File: src/rtl/wb_mdio_pkg.sv
// Shared constants, FSM encoding and frame builder for the Wishbone MDIO master.
package wb_mdio_pkg;

  localparam logic [1:0] ADR_CMD    = 2'd0;
  localparam logic [1:0] ADR_WDATA  = 2'd1;
  localparam logic [1:0] ADR_RDATA  = 2'd2;
  localparam logic [1:0] ADR_STATUS = 2'd3;

  localparam logic [1:0] MDIO_ST  = 2'b01;
  localparam logic [1:0] OP_WRITE = 2'b01;
  localparam logic [1:0] OP_READ  = 2'b10;
  localparam logic [1:0] TA_WRITE = 2'b10;

  // Bit indices within the 64-bit frame where each phase ends.
  localparam logic [5:0] LAST_PRE   = 6'd31;
  localparam logic [5:0] LAST_HDR   = 6'd45;
  localparam logic [5:0] LAST_TA    = 6'd47;
  localparam logic [5:0] FIRST_DATA = 6'd48;
  localparam logic [5:0] LAST_BIT   = 6'd63;

  typedef enum logic [2:0] {
    ST_IDLE = 3'd0,
    ST_PRE  = 3'd1,
    ST_HDR  = 3'd2,
    ST_TA   = 3'd3,
    ST_DATA = 3'd4,
    ST_DONE = 3'd5
  } state_e;

  // Read frames carry ones after the header; the line is released there anyway.
  function automatic logic [63:0] build_frame(input logic is_read, input logic [4:0] phy,
                                              input logic [4:0] reg_addr, input logic [15:0] data);
    return {32'hFFFF_FFFF, MDIO_ST, (is_read ? OP_READ : OP_WRITE), phy, reg_addr,
            (is_read ? 2'b11 : TA_WRITE), (is_read ? 16'hFFFF : data)};
  endfunction

endpackage

File: src/rtl/wb_mdio_clkgen.sv
// MDC divider: toggles mdc every CLK_DIV+1 cycles while enabled and exposes
// the edges one cycle early so data can change on the very edge mdc moves.
module mdio_clkgen #(
  parameter int CLK_DIV = 9
) (
  input  logic clk,
  input  logic rst,
  input  logic enable,
  output logic mdc,
  output logic rise_stb,
  output logic fall_stb
);

  localparam int CW = (CLK_DIV < 1) ? 1 : $clog2(CLK_DIV + 1);
  localparam logic [CW-1:0] DIV_MAX = CW'(CLK_DIV);

  logic [CW-1:0] cnt_r;
  logic          mdc_r;
  logic          tick_s;

  assign tick_s   = enable && (cnt_r == DIV_MAX);
  assign rise_stb = tick_s && !mdc_r;
  assign fall_stb = tick_s && mdc_r;
  assign mdc      = mdc_r;

  // Half-period counter and mdc toggle; dropping enable parks mdc low.
  always_ff @(posedge clk or posedge rst) begin
    if (rst) begin
      cnt_r <= {CW{1'b0}};
      mdc_r <= 1'b0;
    end else if (!enable) begin
      cnt_r <= {CW{1'b0}};
      mdc_r <= 1'b0;
    end else if (tick_s) begin
      cnt_r <= {CW{1'b0}};
      mdc_r <= ~mdc_r;
    end else begin
      cnt_r <= cnt_r + CW'(1);
    end
  end

endmodule

File: src/rtl/wb_mdio.sv
// Wishbone classic responder driving one IEEE 802.3 clause-22 MDIO frame per CMD write.
module wb_mdio
  import wb_mdio_pkg::*;
#(
  parameter int CLK_DIV = 9
) (
  input  logic        wb_clk_i,
  input  logic        wb_rst_i,
  input  logic [3:0]  wb_adr_i,
  input  logic [31:0] wb_dat_i,
  input  logic [3:0]  wb_sel_i,
  input  logic        wb_we_i,
  input  logic        wb_cyc_i,
  input  logic        wb_stb_i,
  output logic [31:0] wb_dat_o,
  output logic        wb_ack_o,
  output logic        mdc_o,
  output logic        mdio_o,
  output logic        mdio_oe_o,
  input  logic        mdio_i
);

  state_e        state_r, state_s;
  logic          ack_r, busy_r, done_r, op_read_r, mdio_r, oe_r;
  logic [31:0]   dat_r;
  logic [15:0]   wdata_r, rdata_r, rx_r;
  logic [63:0]   tx_r;
  logic [5:0]    bit_cnt_r;
  logic          req_s, wr_s, cmd_start_s, last_fall_s, in_frame_s;
  logic          rise_s, fall_s, mdc_s;
  logic          unused_s;

  assign req_s       = wb_cyc_i && wb_stb_i && !ack_r;
  // Writes commit at the end of the ack cycle, so busy follows the ack.
  assign wr_s        = ack_r && wb_cyc_i && wb_stb_i && wb_we_i && (wb_sel_i == 4'hF);
  assign cmd_start_s = wr_s && (wb_adr_i[3:2] == ADR_CMD) && !busy_r;
  assign last_fall_s = fall_s && (bit_cnt_r == LAST_BIT);
  assign in_frame_s  = (state_r == ST_PRE) || (state_r == ST_HDR) ||
                       (state_r == ST_TA)  || (state_r == ST_DATA);
  assign unused_s    = ^{wb_adr_i[1:0], wb_dat_i[31:16], tx_r[63]};

  mdio_clkgen #(.CLK_DIV(CLK_DIV)) u_clkgen (
    .clk      (wb_clk_i),
    .rst      (wb_rst_i),
    .enable   (in_frame_s),
    .mdc      (mdc_s),
    .rise_stb (rise_s),
    .fall_stb (fall_s)
  );

  // FSM state register.
  always_ff @(posedge wb_clk_i or posedge wb_rst_i) begin
    if (wb_rst_i) state_r <= ST_IDLE;
    else          state_r <= state_s;
  end

  // Phase transitions happen on the mdc falling edge that ends each phase.
  always_comb begin
    state_s = state_r;
    case (state_r)
      ST_IDLE: if (cmd_start_s) state_s = ST_PRE; else state_s = ST_IDLE;
      ST_PRE:  if (fall_s && bit_cnt_r == LAST_PRE) state_s = ST_HDR; else state_s = ST_PRE;
      ST_HDR:  if (fall_s && bit_cnt_r == LAST_HDR) state_s = ST_TA; else state_s = ST_HDR;
      ST_TA:   if (fall_s && bit_cnt_r == LAST_TA) state_s = ST_DATA; else state_s = ST_TA;
      ST_DATA: if (last_fall_s) state_s = ST_DONE; else state_s = ST_DATA;
      ST_DONE: if (cmd_start_s) state_s = ST_PRE; else state_s = ST_IDLE;
      default: state_s = ST_IDLE;
    endcase
  end

  // Bus side: ack, registered read data, WDATA and the sticky done flag.
  always_ff @(posedge wb_clk_i or posedge wb_rst_i) begin
    if (wb_rst_i) begin
      ack_r   <= 1'b0;
      dat_r   <= 32'h0000_0000;
      wdata_r <= 16'h0000;
      done_r  <= 1'b0;
    end else begin
      ack_r <= req_s;
      if (req_s) begin
        case (wb_adr_i[3:2])
          ADR_WDATA:  dat_r <= {16'h0000, wdata_r};
          ADR_RDATA:  dat_r <= {16'h0000, rdata_r};
          ADR_STATUS: dat_r <= {30'h0000_0000, done_r, busy_r};
          default:    dat_r <= 32'h0000_0000;
        endcase
      end else begin
        dat_r <= 32'h0000_0000;
      end
      if (wr_s && wb_adr_i[3:2] == ADR_WDATA) wdata_r <= wb_dat_i[15:0];
      // Completion beats a simultaneous clear.
      if (last_fall_s) done_r <= 1'b1;
      else if (wr_s && wb_adr_i[3:2] == ADR_STATUS && wb_dat_i[1]) done_r <= 1'b0;
    end
  end

  // Line side: frame shift register, bit counter, drive enable and receive capture.
  always_ff @(posedge wb_clk_i or posedge wb_rst_i) begin
    if (wb_rst_i) begin
      tx_r      <= 64'h0;
      bit_cnt_r <= 6'd0;
      mdio_r    <= 1'b1;
      oe_r      <= 1'b0;
      busy_r    <= 1'b0;
      op_read_r <= 1'b0;
      rx_r      <= 16'h0000;
      rdata_r   <= 16'h0000;
    end else begin
      if (cmd_start_s) begin
        tx_r      <= build_frame(wb_dat_i[10], wb_dat_i[9:5], wb_dat_i[4:0], wdata_r);
        bit_cnt_r <= 6'd0;
        mdio_r    <= 1'b1;
        oe_r      <= 1'b1;
        busy_r    <= 1'b1;
        op_read_r <= wb_dat_i[10];
        rx_r      <= 16'h0000;
      end else if (last_fall_s) begin
        bit_cnt_r <= 6'd0;
        mdio_r    <= 1'b1;
        oe_r      <= 1'b0;
        busy_r    <= 1'b0;
      end else if (fall_s) begin
        tx_r      <= {tx_r[62:0], 1'b0};
        mdio_r    <= tx_r[62];
        bit_cnt_r <= bit_cnt_r + 6'd1;
        // A read releases the line from the first turnaround bit onward.
        oe_r      <= !(op_read_r && (bit_cnt_r >= LAST_HDR));
      end else if (rise_s && bit_cnt_r >= FIRST_DATA) begin
        rx_r <= {rx_r[14:0], mdio_i};
      end else begin
        rx_r <= rx_r;
      end
      if (state_r == ST_DONE && op_read_r) rdata_r <= rx_r;
    end
  end

  assign wb_ack_o  = ack_r;
  assign wb_dat_o  = dat_r;
  assign mdc_o     = mdc_s;
  assign mdio_o    = mdio_r;
  assign mdio_oe_o = oe_r;

endmodule

File: config.mk
export PLATFORM = sky130hd
export DESIGN_NAME = wb_mdio
export DESIGN_NICKNAME = d
export VERILOG_FILES = /design/src/rtl/wb_mdio_pkg.sv /design/src/rtl/wb_mdio_clkgen.sv /design/src/rtl/wb_mdio.sv
export SDC_FILE = /design/constraint.sdc
export NUM_CORES = 1
export LEC_CHECK = 0
export CORE_MARGIN = 1
export CORE_UTILIZATION = 60
export DETAILED_ROUTE_END_ITERATION = 7
export PLACE_DENSITY = 0.85
export SLEW_MARGIN = 10
export SYNTH_ARGS = -nofsm -noshare
export SYNTH_HDL_FRONTEND = slang
export SYNTH_SLANG_ARGS = --single-unit
export TNS_END_PERCENT = 10
File: constraint.sdc
create_clock -name wb_clk_i -period 16.23 [get_ports wb_clk_i]
set_clock_uncertainty 0.15 [all_clocks]
set_input_delay 4.869 -clock wb_clk_i [delete_from_list [all_inputs] [get_ports wb_clk_i]]
set_output_delay 4.869 -clock wb_clk_i [all_outputs]
set_load 0.01 [all_outputs]
Yosys cells after proc, flatten, opt, wreduce, memory -nomap -nowiden. Index checks and enable logic that the tools add are counted.

Register bits after elaboration: 163. Output and inout port bits: 36. Word-level logic and storage cells: 110.

$add $sub $neg: 2. Order comparisons: 2. Equality and inequality tests: 17. Muxes and demuxes: 35. Bitwise logic cells: 1. Reductions and logical operators: 38.

Operator list (count): $mux 63 (3); $mux 16 (5); $pmux 16 s3 (1); $mux 32 (1); $logic_and 1x1->1 (21); $eq 6x6->1 const B (3); $mux 6 (3); $mux 1 (16); $pmux 3 s5 (1); $ge 6x6->1 const B (2); $eq 4x4->1 const B (2); $mux 4 (2); $reduce_bool 2->1 (4); $add 6x1->6 const B (1); $eq 3x2->1 const B (2); $eq 3x3->1 const B (2); $eq 6x5->1 const B (1); $ne 2x2->1 const B (3); $add 4x1->4 const B (1); $eq 2x2->1 const B (2); $logic_not 1->1 (4); $mux 2 (2); $eq 3x1->1 const B (1); $logic_not 3->1 (1); 9 further kinds (11).

Logic depth before layout (Yosys ltp).
Depth in word-level cells: 11. Mapped depth: 9. Gate-level depth less buffers: 6.

Cells and area by module. Synthesis repeated with hierarchy kept, for this count alone.

Cell total of the unflattened synthesis: 647. Area, all modules: 6516.2 um^2.

By module, submodules not included: wb_mdio (instances 1, cells an instance 621, area each 6252.2 um^2); mdio_clkgen (instances 1, cells an instance 26, area each 264.0 um^2).

Worst setup path before layout. OpenSTA, ideal clock, no wires.

Path type: in2reg. Start point: input wb_sel_i[2]. End point: register tx_r[28]. Data arrival time: 6.008 ns. Slack: 9.946 ns. Stages on the path: 5. Path buffers: 1. Cells stage by stage: and4_1 > and3_1 > clkbuf_1 > or4_1 > o311a_1.

Longest elaborated chain between the ends: 6.

Ends and longest elaborated chain: start: declaration (line wb_mdio.sv:11) `input logic [3:0] wb_sel_i,`; $eq 4x4->1 (*) (line wb_mdio.sv:35) `assign wr_s = ack_r && wb_cyc_i && wb_stb_i && wb_we_i && (wb_sel_i == 4'hF);`; $logic_and 1x1->1 (*) (line wb_mdio.sv:35); $logic_and 1x1->1 (*) (2 in series) (line wb_mdio.sv:36) `assign cmd_start_s = wr_s && (wb_adr_i[3:2] == ADR_CMD) && !busy_r;`; $ne 2x2->1 (no source line) / $reduce_bool 2->1 (equally long branches); $reduce_and 2->1 (no source line); end signal: assignment (line wb_mdio.sv:110) `tx_r <= build_frame(wb_dat_i[10], wb_dat_i[9:5], wb_dat_i[4:0], wdata_r);`; end signal: assignment (line wb_mdio.sv:123) `tx_r <= {tx_r[62:0], 1'b0};`; end: declaration (line wb_mdio.sv:27) `logic [63:0] tx_r;`.

Every way passes the cells marked *; elsewhere a longest branch is shown, timed or not. A chain may end at the register's enable or synchronous reset.

Final worst setup path.
Start point: input wb_adr_i[2]. End point: register wdata_r[0].

Longest elaborated chain between the ends: 2.

Ends and longest elaborated chain: start: declaration (line wb_mdio.sv:9) `input logic [3:0] wb_adr_i,`; $eq 2x1->1 (line wb_mdio.sv:90) `if (wr_s && wb_adr_i[3:2] == ADR_WDATA) wdata_r <= wb_dat_i[15:0];`; $logic_and 1x1->1 (line wb_mdio.sv:90); end signal: assignment (line wb_mdio.sv:90); end: declaration (line wb_mdio.sv:26) `logic [15:0] wdata_r, rdata_r, rx_r;`.

Every way passes these cells.

==> summary.md <==
| Metric | Value |
|---|---|
| Status | `finished, final reports clean` |
| Max Cap Violations | `0` |
| Endpoint required time on the critical path | `16.50 ns` |
| IO Pins | `82` |
| Port Buffers | `47` |
| Largest family of logic cells by synthesized area | `simple AND/OR/NAND/NOR gates` |
| Worst setup SP type | `input port` |
| Highest clock rate | `0.1323 GHz` |
| Synthesized cell area | `6750 µm²` |
| Hold-fix buffers, CTS | `0` |
| Max FO, Critical Path | `16` |
| R2r worst-path depth | `6` |
| Width of the die | `108.1 µm` |
| Die area | `11680 µm²` |
| Wire per inst | `approximately 18 µm` |
| Maximum vdd ir drop | `slightly above 0.07 mV` |
| Tot Pwr | `~0.78 mW` |
| Core area | `10890 µm²` |
| Post-Synth Simple-Gate Area | `17.68%` |
| Nets | `700` |
| Crit path DAT | `7.83 ns` |
| Post-CTS sizing | `0` |
| FFs w/ async S/R, synth | `between 90% and 100%` |
| Share of cells above drive strength 1 | `between 10% and 20%` |
| Area grow syn2layout | `13.83%` |
| Cell Area, Placed | `between 7000 and 8000 µm²` |
| Largest net degree at the start of global routing | `94` |
| WHS | `0.3526 ns` |
| Final WL | `roughly 15000 µm` |
| Sequential fraction of the synthesis area | `54.51%` |
| Rel. slew slack | `12.43%` |
| DR pass1 iterations | `5` |
| Number of synthesized flops with an enable pin | `0` |
| Syn avg cell area | `~11 µm²` |
| CTS Buf Count | `17` |
| GPL Wtd Cong | `0.7912` |
| #FFs+latches synth | `147` |
| Setup bufs post-CTS | `0` |
| Starting Density | `62.00%` |
| Max Root-Sink Buffers | `2` |
| Clk pin slew, worst setup/hold paths | `0.06 ns` |
| Total track usage | `26.58%` |
| Total gr overflow | `0` |
| Dpl hpwl | `8479 µm` |
| Synth unique cells | `51` |
| Final hold viol count | `0` |
| Reg-to-reg critical path endpoint | `tx_r[28]$_DFFE_PP0P_` |
| Reg-to-reg setup timing slack | `13.40 ns` |
| Power Dens Cells | `101.0 nW/µm²` |
| DR vias/cell | `~6.2` |
| Global-route wire length before repair | `~24000 µm` |
| Latest clock arrival within the worst-skew pair | `0.54 ns` |
| Crit. End Element | `flop` |
| Mux cell area share after synthesis | `8.044%` |
| Fin crit period | `7.559 ns` |
| Min-delay src | `u_clkgen.cnt_r[0]$_DFF_PP0_` |
| Crit share post-route | `46.57%` |
| Fillers | `around 750` |
| CTS tree | `built` |
| # diodes | `0` |
| Initial DRC Count | `463` |
| RSZ-0062 raised after global routing | `no` |
| Initial antenna violation count | `0` |
| ANT nets after route | `0` |
| Post-Synth XOR/XNOR Area | `0.6487%` |
| Ys Warns | `0` |
| Via count | `5009` |
| Syn Inst Count | `634` |
| Critical Setup Path Class | `input port to flop` |
| WHS Path Cells | `1` |
| Setup TNS | `0 ns` |
| Worst min path class | `flop to flop` |
| Htree depth | `4` |
| Hold EP | `u_clkgen.cnt_r[0]$_DFF_PP0_` |
| DRC Markers | `0` |
| Die span in y | `108.1 µm` |
| Reg-to-Reg Start | `bit_cnt_r[0]$_DFFE_PP0P_` |
| Final instance area | `7684 µm²` |
| Slew @ Worst Pin | `1.311 ns` |
| Max Slew Vio Count | `0` |
| CTS root buf | `clkbuf_8` |
| Vias in the first global route | `4713` |
| Final setup vio count | `0` |
| Leak Pwr | `3.047 nW` |
| Placement Rows | `38` |
| # clock sinks | `147` |
| Compound-Gate Fraction of Synth Area | `between 10% and 20%` |
| Adder-cell share of the synthesized area | `1.075%` |
| Top FF cell, synth | `dfrtp_1` |
## how the worst max path moves through the flow
stage / start / end / slack, ns
finish: wb_adr_i[2] / wdata_r[0]$_DFFE_PP0P_ / 8.67
CTS: wb_adr_i[2] / wdata_r[0]$_DFFE_PP0P_ / 8.75
detailed placement: wb_adr_i[2] / wdata_r[0]$_DFFE_PP0P_ / 8.24
global placement: wb_adr_i[2] / wdata_r[10]$_DFFE_PP0P_ / 8.40
floorplan: wb_rst_i / bit_cnt_r[0]$_DFFE_PP0P_ / 7.26
global route: wb_adr_i[2] / wdata_r[9]$_DFFE_PP0P_ / 8.66
## per-stage QoR
step           cells  worst slack, ns  utilization [%]
4_1_cts          802            8.751            70.57
3_5_place_dp     770            8.236            65.16
2_1_floorplan    649            7.261                -
6_report         802            8.671            70.57
5_1_grt          802            8.659            70.57
3_3_place_gp     770            8.404            65.16
## final cells by class
cell class,count,area [µm²],share of cell area [%]
multi-input combinational,422,2689,34.99
clock inverter,8,98.84,1.286
sequential,147,3680,47.89
clock buffer,24,490.5,6.383
tap,140,175.2,2.280
timing repair buffer,53,515.5,6.709
inverter,8,35.03,0.4560
## flip-flops by register name (all words and copies together), names as in the netlist
name            flops
bit_cnt_r           6
mdio_o              1
wb_dat_o           16
wb_ack_o            1
rx_r               16
state_r             3
rdata_r            16
op_read_r           1
mdio_oe_o           1
u_clkgen.cnt_r      4
busy_r              1
u_clkgen.mdc        1
done_r              1
tx_r               63
wdata_r            16
## cells by family after synthesis
group / after synthesis
AO/OA/AOI/OAI: 129
XOR/XNOR: 5
adder cells (fa/ha/maj): 6
buffers and inverters: 80
flip-flops: 147
multiplexers: 50
other: 1
AND/OR/NAND/NOR: 216
## cells in the final DEF (no fill, tap or decap), types with 5 or more instances in the layout
cell and n:
clkbuf_8 6, inv_1 7, a22oi_1 16, a21oi_1 10, conb_1 16, o21ai_1 8, dfrtp_1 146, clkdlybuf4s50_1 47
nand3_1 77, o21ai_0 58, nand3_2 26, ha_1 5, buf_4 6, clkbuf_16 16, nand2_1 13, nor3_1 21
mux2i_1 16, mux2_2 34, nor2_1 51, a31oi_1 25
## synth_stat cells, drive strengths merged, types with 2 or more instances
cell type | n | area share, %
nand3b | 3 | 0.33
nand4 | 3 | 0.28
inv | 8 | 0.44
dfrtp | 146 | 54
mux2 | 34 | 5.7
a22oi | 16 | 1.8
a21oi | 10 | 0.74
ha | 5 | 0.93
o21ai | 67 | 5.0
nor2 | 52 | 2.9
nor4 | 2 | 0.19
and4 | 2 | 0.26
xnor2 | 2 | 0.26
o211ai | 3 | 0.33
nor2b | 3 | 0.28
a211oi | 2 | 0.22
and3 | 4 | 0.44
nand2 | 13 | 0.72
xor2 | 3 | 0.39
mux2i | 16 | 2.4
clkbuf | 25 | 1.4
nor3 | 21 | 1.6
buf | 47 | 4.7
a31oi | 25 | 2.3
nand3 | 103 | 9.5
or3 | 3 | 0.35
## report_power, final
part / switching [mW] / internal (mW)
Sequential: 0.000770 / 0.368
Combinational: 0.0144 / 0.00774
Clock: 0.147 / 0.239
## metal layers
layer | vias up | wire length [µm] | GRT usage (%)
met5 | - | 0 | 0
met4 | 0 | 385 | 12.23
li1 | 2266 | - | -
met3 | 36 | 786 | 7.474
met1 | 2507 | 6226 | 35.10
met2 | 200 | 7243 | 40.81
## critical path, cell delays in order
cell             delay (ns)
clkdlybuf4s50_1        0.58
nor2b_1                1.03
and3_1                 0.90
mux2_2                 0.43
(Power assumes the default switching activity.)
